### src/rtl/sweep_packetizer_if.sv
// Sample handshake and FIFO write-port bundle for sweep_packetizer.
// The master modport is the packetizer side; slave is the feeder/FIFO side.
interface sweep_packetizer_if #(
    parameter int FREQ_BYTES = 4,
    parameter int MAG_BYTES  = 2
);
    logic                    sample_valid;
    logic                    sample_ready;
    logic [8*FREQ_BYTES-1:0] freq_word;
    logic [8*MAG_BYTES-1:0]  mag;
    logic [7:0]              fifo_data_in;
    logic                    fifo_wr_en;
    logic                    fifo_full;
    logic                    busy;
    logic [7:0]              seq_num;

    modport master (
        input  sample_valid, freq_word, mag, fifo_full,
        output sample_ready, fifo_data_in, fifo_wr_en, busy, seq_num
    );

    modport slave (
        output sample_valid, freq_word, mag, fifo_full,
        input  sample_ready, fifo_data_in, fifo_wr_en, busy, seq_num
    );
endinterface

### src/rtl/sweep_packetizer.sv
// Serialises one (freq_word, mag) sweep sample into a framed byte packet
// [sync, seq, freq MSB-first, mag MSB-first, xor checksum] for the UART TX FIFO.
module sweep_packetizer #(
    parameter int         FREQ_BYTES = 4,
    parameter int         MAG_BYTES  = 2,
    parameter logic [7:0] SYNC_BYTE  = 8'hA5
) (
    input  logic                 clk_50m,
    input  logic                 reset,
    sweep_packetizer_if.master   bus
);
    localparam int PKT_LEN = 3 + FREQ_BYTES + MAG_BYTES;
    localparam int IDX_W   = $clog2(PKT_LEN);
    localparam logic [IDX_W-1:0] LAST_IDX = IDX_W'(PKT_LEN - 1);

    localparam logic [0:0] IDLE = 1'b0;
    localparam logic [0:0] SEND = 1'b1;

    logic [0:0]              state;
    logic [IDX_W-1:0]        idx;
    logic [7:0]              seq;
    logic [7:0]              csum;
    logic [8*FREQ_BYTES-1:0] freq_lat;
    logic [8*MAG_BYTES-1:0]  mag_lat;
    logic [7:0]              cur_byte;
    logic                    in_send;
    logic                    wr;

    assign in_send = (state == SEND);
    assign wr      = in_send && !bus.fifo_full;

    always_comb begin
        cur_byte = '0;
        if (idx == '0) begin
            cur_byte = SYNC_BYTE;
        end else if (idx == IDX_W'(1)) begin
            cur_byte = seq;
        end else if (idx == LAST_IDX) begin
            cur_byte = csum;
        end else begin
            for (int unsigned i = 0; i < FREQ_BYTES; i++) begin
                if (idx == IDX_W'(2 + i))
                    cur_byte = freq_lat[8*(FREQ_BYTES-1-i) +: 8];
            end
            for (int unsigned i = 0; i < MAG_BYTES; i++) begin
                if (idx == IDX_W'(2 + FREQ_BYTES + i))
                    cur_byte = mag_lat[8*(MAG_BYTES-1-i) +: 8];
            end
        end
    end

    always_ff @(posedge clk_50m or posedge reset) begin
        if (reset) begin
            state    <= IDLE;
            idx      <= '0;
            seq      <= '0;
            csum     <= '0;
            freq_lat <= '0;
            mag_lat  <= '0;
        end else begin
            case (state)
                IDLE: begin
                    if (bus.sample_valid) begin
                        freq_lat <= bus.freq_word;
                        mag_lat  <= bus.mag;
                        idx      <= '0;
                        csum     <= '0;
                        state    <= SEND;
                    end
                end
                default: begin
                    if (wr) begin
                        if (idx == LAST_IDX) begin
                            idx   <= '0;
                            seq   <= seq + 8'd1;
                            state <= IDLE;
                        end else begin
                            idx <= idx + IDX_W'(1);
                            // Sync byte is excluded from the checksum.
                            if (idx != '0)
                                csum <= csum ^ cur_byte;
                        end
                    end
                end
            endcase
        end
    end

    assign bus.sample_ready = !in_send;
    assign bus.busy         = in_send;
    assign bus.fifo_wr_en   = wr;
    assign bus.fifo_data_in = in_send ? cur_byte : '0;
    assign bus.seq_num      = seq;
endmodule

### src/flat_wrapper.sv
// flat-port wrapper written by rule: the top's interface ports become plain ports
module sweep_packetizer_flat 
#(
    parameter int         FREQ_BYTES = 4,
    parameter int         MAG_BYTES  = 2,
    parameter logic [7:0] SYNC_BYTE  = 8'hA5
)
  (clk_50m, reset, bus_sample_valid, bus_freq_word, bus_mag, bus_fifo_full, bus_sample_ready, bus_fifo_data_in, bus_fifo_wr_en, bus_busy, bus_seq_num);
  sweep_packetizer_if #(.FREQ_BYTES(FREQ_BYTES), .MAG_BYTES(MAG_BYTES)) bus_i ();
  input  logic clk_50m;
  input  logic reset;
  input wire logic [$bits(bus_i.sample_valid)-1:0] bus_sample_valid;
  input wire logic [$bits(bus_i.freq_word)-1:0] bus_freq_word;
  input wire logic [$bits(bus_i.mag)-1:0] bus_mag;
  input wire logic [$bits(bus_i.fifo_full)-1:0] bus_fifo_full;
  output wire logic [$bits(bus_i.sample_ready)-1:0] bus_sample_ready;
  output wire logic [$bits(bus_i.fifo_data_in)-1:0] bus_fifo_data_in;
  output wire logic [$bits(bus_i.fifo_wr_en)-1:0] bus_fifo_wr_en;
  output wire logic [$bits(bus_i.busy)-1:0] bus_busy;
  output wire logic [$bits(bus_i.seq_num)-1:0] bus_seq_num;
  assign bus_i.sample_valid = bus_sample_valid;
  assign bus_i.freq_word = bus_freq_word;
  assign bus_i.mag = bus_mag;
  assign bus_i.fifo_full = bus_fifo_full;
  assign bus_sample_ready = bus_i.sample_ready;
  assign bus_fifo_data_in = bus_i.fifo_data_in;
  assign bus_fifo_wr_en = bus_i.fifo_wr_en;
  assign bus_busy = bus_i.busy;
  assign bus_seq_num = bus_i.seq_num;
  sweep_packetizer #(.FREQ_BYTES(FREQ_BYTES), .MAG_BYTES(MAG_BYTES), .SYNC_BYTE(SYNC_BYTE)) u_core (.clk_50m(clk_50m), .reset(reset), .bus(bus_i));
endmodule
### config.mk
export PLATFORM = sky130hd
export DESIGN_NAME = sweep_packetizer_flat
export DESIGN_NICKNAME = d
export VERILOG_FILES = /design/src/rtl/sweep_packetizer_if.sv /design/src/rtl/sweep_packetizer.sv /design/src/flat_wrapper.sv
export SDC_FILE = /design/constraint.sdc
export NUM_CORES = 1
export LEC_CHECK = 0
export CELL_PAD_IN_SITES_DETAIL_PLACEMENT = 1
export CELL_PAD_IN_SITES_GLOBAL_PLACEMENT = 2
export CORE_UTILIZATION = 34
export CTS_CLUSTER_DIAMETER = 120
export DETAILED_ROUTE_END_ITERATION = 7
export GPL_ROUTABILITY_DRIVEN = 0
export GPL_TIMING_DRIVEN = 0
export HOLD_SLACK_MARGIN = 0.06
export PLACE_DENSITY = 0.95
export SETUP_SLACK_MARGIN = 0.1
export SYNTH_ARGS = -nofsm -noshare
export SYNTH_HDL_FRONTEND = slang
export SYNTH_SLANG_ARGS = --single-unit
### constraint.sdc
create_clock -name clk_50m -period 5.15 [get_ports clk_50m]
set_clock_uncertainty 0.1 [all_clocks]
set_input_delay 1.03 -clock clk_50m [delete_from_list [all_inputs] [get_ports clk_50m]]
set_output_delay 1.03 -clock clk_50m [all_outputs]
set_load 0.03 [all_outputs]
# Word-level counts from Yosys, hierarchy flattened
# Index checks and enable logic that the tools add are counted.
[word_totals]
register_bits = 69
word_cells = 54
[op_classes]
n_addsub = 2
eq_ne = 11
muxes = 23
bitwise = 2
n_reduce_logical = 10
[ops]
columns = ["cell", "n"]
rows = [
  ["$mux 8", 15],
  ["$eq 4x3->1 const B", 4],
  ["$mux 4", 4],
  ["$add 8x1->8 const B", 1],
  ["$eq 4x2->1 const B", 2],
  ["$xor 8x8->8", 1],
  ["$ne 2x2->1 const B", 3],
  ["$add 4x1->4 const B", 1],
  ["$eq 4x1->1 const B", 1],
  ["$eq 4x4->1 const B", 1],
  ["$logic_not 4->1", 1],
  ["$mux 1", 4],
  ["$reduce_and 2->1", 2],
  ["$reduce_and 4->1", 1],
  ["$reduce_bool 4->1", 1],
  ["$reduce_and 3->1", 1],
  ["$logic_not 1->1", 2],
  ["$reduce_bool 2->1", 1],
  ["$logic_and 1x1->1", 1],
  ["$not 1->1", 1],
]

# Depth between registers and ports, before layout
[depth]
depth_word = 15
mapped_depth = 9

# Least setup slack after synthesis
# Ideal clock, no wire load.
[synth_timing]
kind = "reg2out"
from = "register u_core.idx[0]"
to = "output port bus_fifo_data_in[7]"
arrival_ns = 2.216
setup_slack_ns = 1.804
stages_incl_launch_ff = 9
path_buffers = 2
cell_sequence = "dfrtp_1 inv_1 ha_1 buf_2 buf_2 a21oi_1 a221oi_1 o211ai_1 a211oi_1"
[synth_between]
elab_chain_cells = 11
elab_cells_between_ends = 19
cone_classes = "eq/ne: 8; mux: 10; reduce/logical: 1"
[synth_rtl]
columns = ["item", "line_no", "rtl"]
rows = [
  ["from (decl)", "sweep_packetizer.sv:20", "logic [IDX_W-1:0] idx;"],
  ["from (signal assigned)", "sweep_packetizer.sv:78", "idx <= idx + IDX_W'(1);"],
  ["$eq 4x2->1", "sweep_packetizer.sv:42", "if (idx == IDX_W'(2 + i))"],
  ["$mux 8 (4 in a row)", "sweep_packetizer.sv:42", ""],
  ["$mux 8 (2 in a row)", "sweep_packetizer.sv:46", "if (idx == IDX_W'(2 + FREQ_BYTES + i))"],
  ["$mux 8", "sweep_packetizer.sv:38", "end else if (idx == LAST_IDX) begin"],
  ["$mux 8", "sweep_packetizer.sv:36", "end else if (idx == IDX_W'(1)) begin"],
  ["$mux 8 (*)", "sweep_packetizer.sv:34", "if (idx == '0) begin"],
  ["$mux 8 (*)", "sweep_packetizer.sv:92", "assign bus.fifo_data_in = in_send ? cur_byte : '0;"],
  ["to (decl)", "flat_wrapper.sv:17", "output wire logic [$bits(bus_i.fifo_data_in)-1:0] bus_fifo_data_in;"],
]
# Every way passes the cells marked *; elsewhere a longest branch is shown, timed or not.

# Worst setup path in the final report
[layout_timing]
from = "register u_core.idx[0]"
to = "output port bus_fifo_data_in[2]"
# The elaborated chain is that of the path after synthesis.

==> results_dict.tcl <==
set metrics [dict create \
    status "finished clean" \
    slowest_stage "clkdlybuf4s50_1" \
    std_cell_rows 38 \
    gr-total-overflow 0 \
    cts.sinks 69 \
    drv_slew 0 \
    die_h_um 109 \
    crit_buf_inv 3 \
    wire_per_inst_um 17.7 \
    maxCapViolations 0 \
    clk_pin_slew_ps 60 \
    start_util 0.354 \
    dieArea_sq_um 11900 \
    totalWireLength_mm 12.3 \
    setup_viol 0 \
    ys_seq_area_frac 0.442 \
    synthCells 467 \
    clock_path_buffers 2 \
    dpl.hpwl_mm 9.10 \
    grt_pass1_wl_mm 20.4 \
    tns_ps 0 \
    grt_max_degree 70 \
    power.total_mw 3.10 \
    netlist_area_sq_um 3910 \
    power_density_nw_per_um2 613 \
    clk_latency_ps 330 \
    crit_family "compound AO/OA/AOI/OAI gates" \
    final_layout_size_suffix_gt1_frac 0.0888 \
    post_cts_buffers 0 \
    vias_per_cell 5.25 \
    synth_top_area_cell "dfrtp_1" \
    htreeDepth 3 \
    min_period_over_period 0.846 \
    worstMarginPinSlew_ps 878 \
    first_iter_violations 227 \
    fin_crit_ps 4360 \
    hold_slack_ps 380 \
    fmax_mhz 230 \
    worstPathMaxFanout 7 \
    final_common_cell "nand2_1" \
    drtPass1Iterations 4 \
    io_pins 71 \
    cts-resized-gates 0 \
    antenna_left 0 \
    synth_edf_count 0 \
    hold_viol 0 \
    dpl_cell_area_sq_um 4790 \
    synth-async-reset-ratio 1.00 \
    cp-start-kind "flip-flop" \
    ys.flop_type "dfrtp_1" \
    layout_common_cells "nand2_1, clkdlybuf4s50_1, dfrtp_1" \
    cts_hold_buf 0 \
    hp-class "flip-flop to flip-flop" \
    grt_pass1_vias 3850 \
    area_delta_synth_final_pct 29.6 \
    ys_ff_latch 69 \
    p_leak_nw 2.35 \
    path_class "flip-flop to output port" \
    drc_errors 0 \
    synthTopCellsByArea "dfrtp_1, nand2_1, a21oi_1" \
    slowest_delay_ps 580 \
    via_count 3635 \
    synth.distinct_cells 54 \
    root_buffer "clkbuf_16" \
    ir_worst_vdd_uv 305 \
    rsz0062_at_grt "no" \
    crit_chain "inv_1 -> ha_1 -> and3b_1 -> clkbuf_1 -> a31o_2 -> a221oi_1 -> o21ai_0 -> and3_1 -> clkdlybuf4s50_1" \
    syn-num-nets 524 \
    end_kind "output port" \
    required_ps 4020 \
    core-area_sq_um 11000 \
    port_buffers 70 \
    layout.nets 605 \
    critPathArrivalTime_ps 3230 \
    cts_tree "built" \
    die_w_um 109 \
    post-synth-top-area-fraction 0.442 \
    ys_warn_count 0 \
    antenna_found_initial 0 \
    n_antenna_cell 0 \
    track_usage 0.226 \
    cts_buffers 9 \
    relSlewSlack 0.415 \
    synth_area_per_cell_sq_um 8.37 \
    postLayoutCellArea_sq_um 5060 \
]
==> layout make-up <==
cell class	instances	area (sq um)
Multi-Input combinational cell	353	1970
Fill cell	1325	5970
Sequential cell	69	1730
Clock inverter	5	37.5
Clock buffer	10	239
Timing Repair Buffer	70	701
Inverter	15	58.8
Tap cell	140	175
Buffer	30	153
==> path summary, 6_finish.rpt <==
| path | startpoint | endpoint | slack, ps | cells after the start |
|---|---|---|---|---|
| max in group asynchronous | reset | u_core.csum[2] | 3240 | 2 |
| worst min register to register | u_core.freq_lat[20] | u_core.freq_lat[20] | 380 | 2 |
| worst min-delay path | u_core.freq_lat[20] | u_core.freq_lat[20] | 380 | 2 |
| min in group asynchronous | reset | u_core.freq_lat[17] | 1150 | 2 |
| worst max register to register | u_core.idx[0] | u_core.csum[2] | 2650 | 8 |
| worst max-delay path | u_core.idx[0] | bus_fifo_data_in[2] | 790 | 9 |
==> cells in the mapped netlist (4+ instances only) <==
library cell	count
and3b_1	5
inv_1	14
nand2_1	157
buf_1	5
a221o_1	6
a221oi_1	4
nand2b_1	8
clkbuf_1	9
buf_2	11
nand3b_1	4
nor2b_1	18
nand3_1	9
o21ai_0	18
nand4_1	6
nor2_1	21
and3_1	5
mux2i_1	4
xnor2_1	5
a21oi_1	24
ha_1	5
nor4b_1	4
dfrtp_1	69
==> power breakdown <==
group | internal, mW | switching (mW) | leakage [nW]
Sequential | 0.766 | 0.186 | 0.868
Clock | 0.337 | 0.242 | 0.131
Combinational | 0.643 | 0.930 | 1.35
==> through the flow <==
stage               setup WS [ps]  cells   util
floorplan                    1800    467      -
global placement             1060    677  0.434
detailed placement           1180    677  0.434
CTS                           780    692  0.459
global route                  573    692  0.459
finish                        793    692  0.459
==> logic make-up (layout without fill, tap and decap cells) <==
logic type | after synthesis | after routing | synth area share
AND/OR/NAND/NOR | 248 | 248 | 0.299
AO/OA/AOI/OAI | 87 | 87 | 0.159
flip-flops | 69 | 69 | 0.442
buffers and inverters | 45 | 130 | 0.0535
XOR/XNOR | 8 | 8 | 0.0179
adder cells (fa/ha/maj) | 5 | 5 | 0.0160
multiplexers | 5 | 5 | 0.0131
==> registers in the layout, summed over array words and instances (netlist names) <==
register,count
u_core.bus.seq_num,8
u_core.idx,4
u_core.bus.busy,1
u_core.csum,8
u_core.freq_lat,32
u_core.mag_lat,16
==> worst register-to-register path: cells and delay by family, from the launching register on <==
family | cells | cell delay (ps)
AO/OA/AOI/OAI | 3 | 930
flip-flops | 1 | 430
adder cells (fa/ha/maj) | 1 | 310
buffers and inverters | 2 | 270
AND/OR/NAND/NOR | 1 | 200
multiplexers | 1 | 150
==> per-layer routing <==
metal / global-route usage / share of wire
met4: 0.0667 / 0.012
met1: 0.301 / 0.47
met5: 0 / 0
met3: 0.0317 / 0.038
met2: 0.381 / 0.48
(Power assumes the default switching activity.)
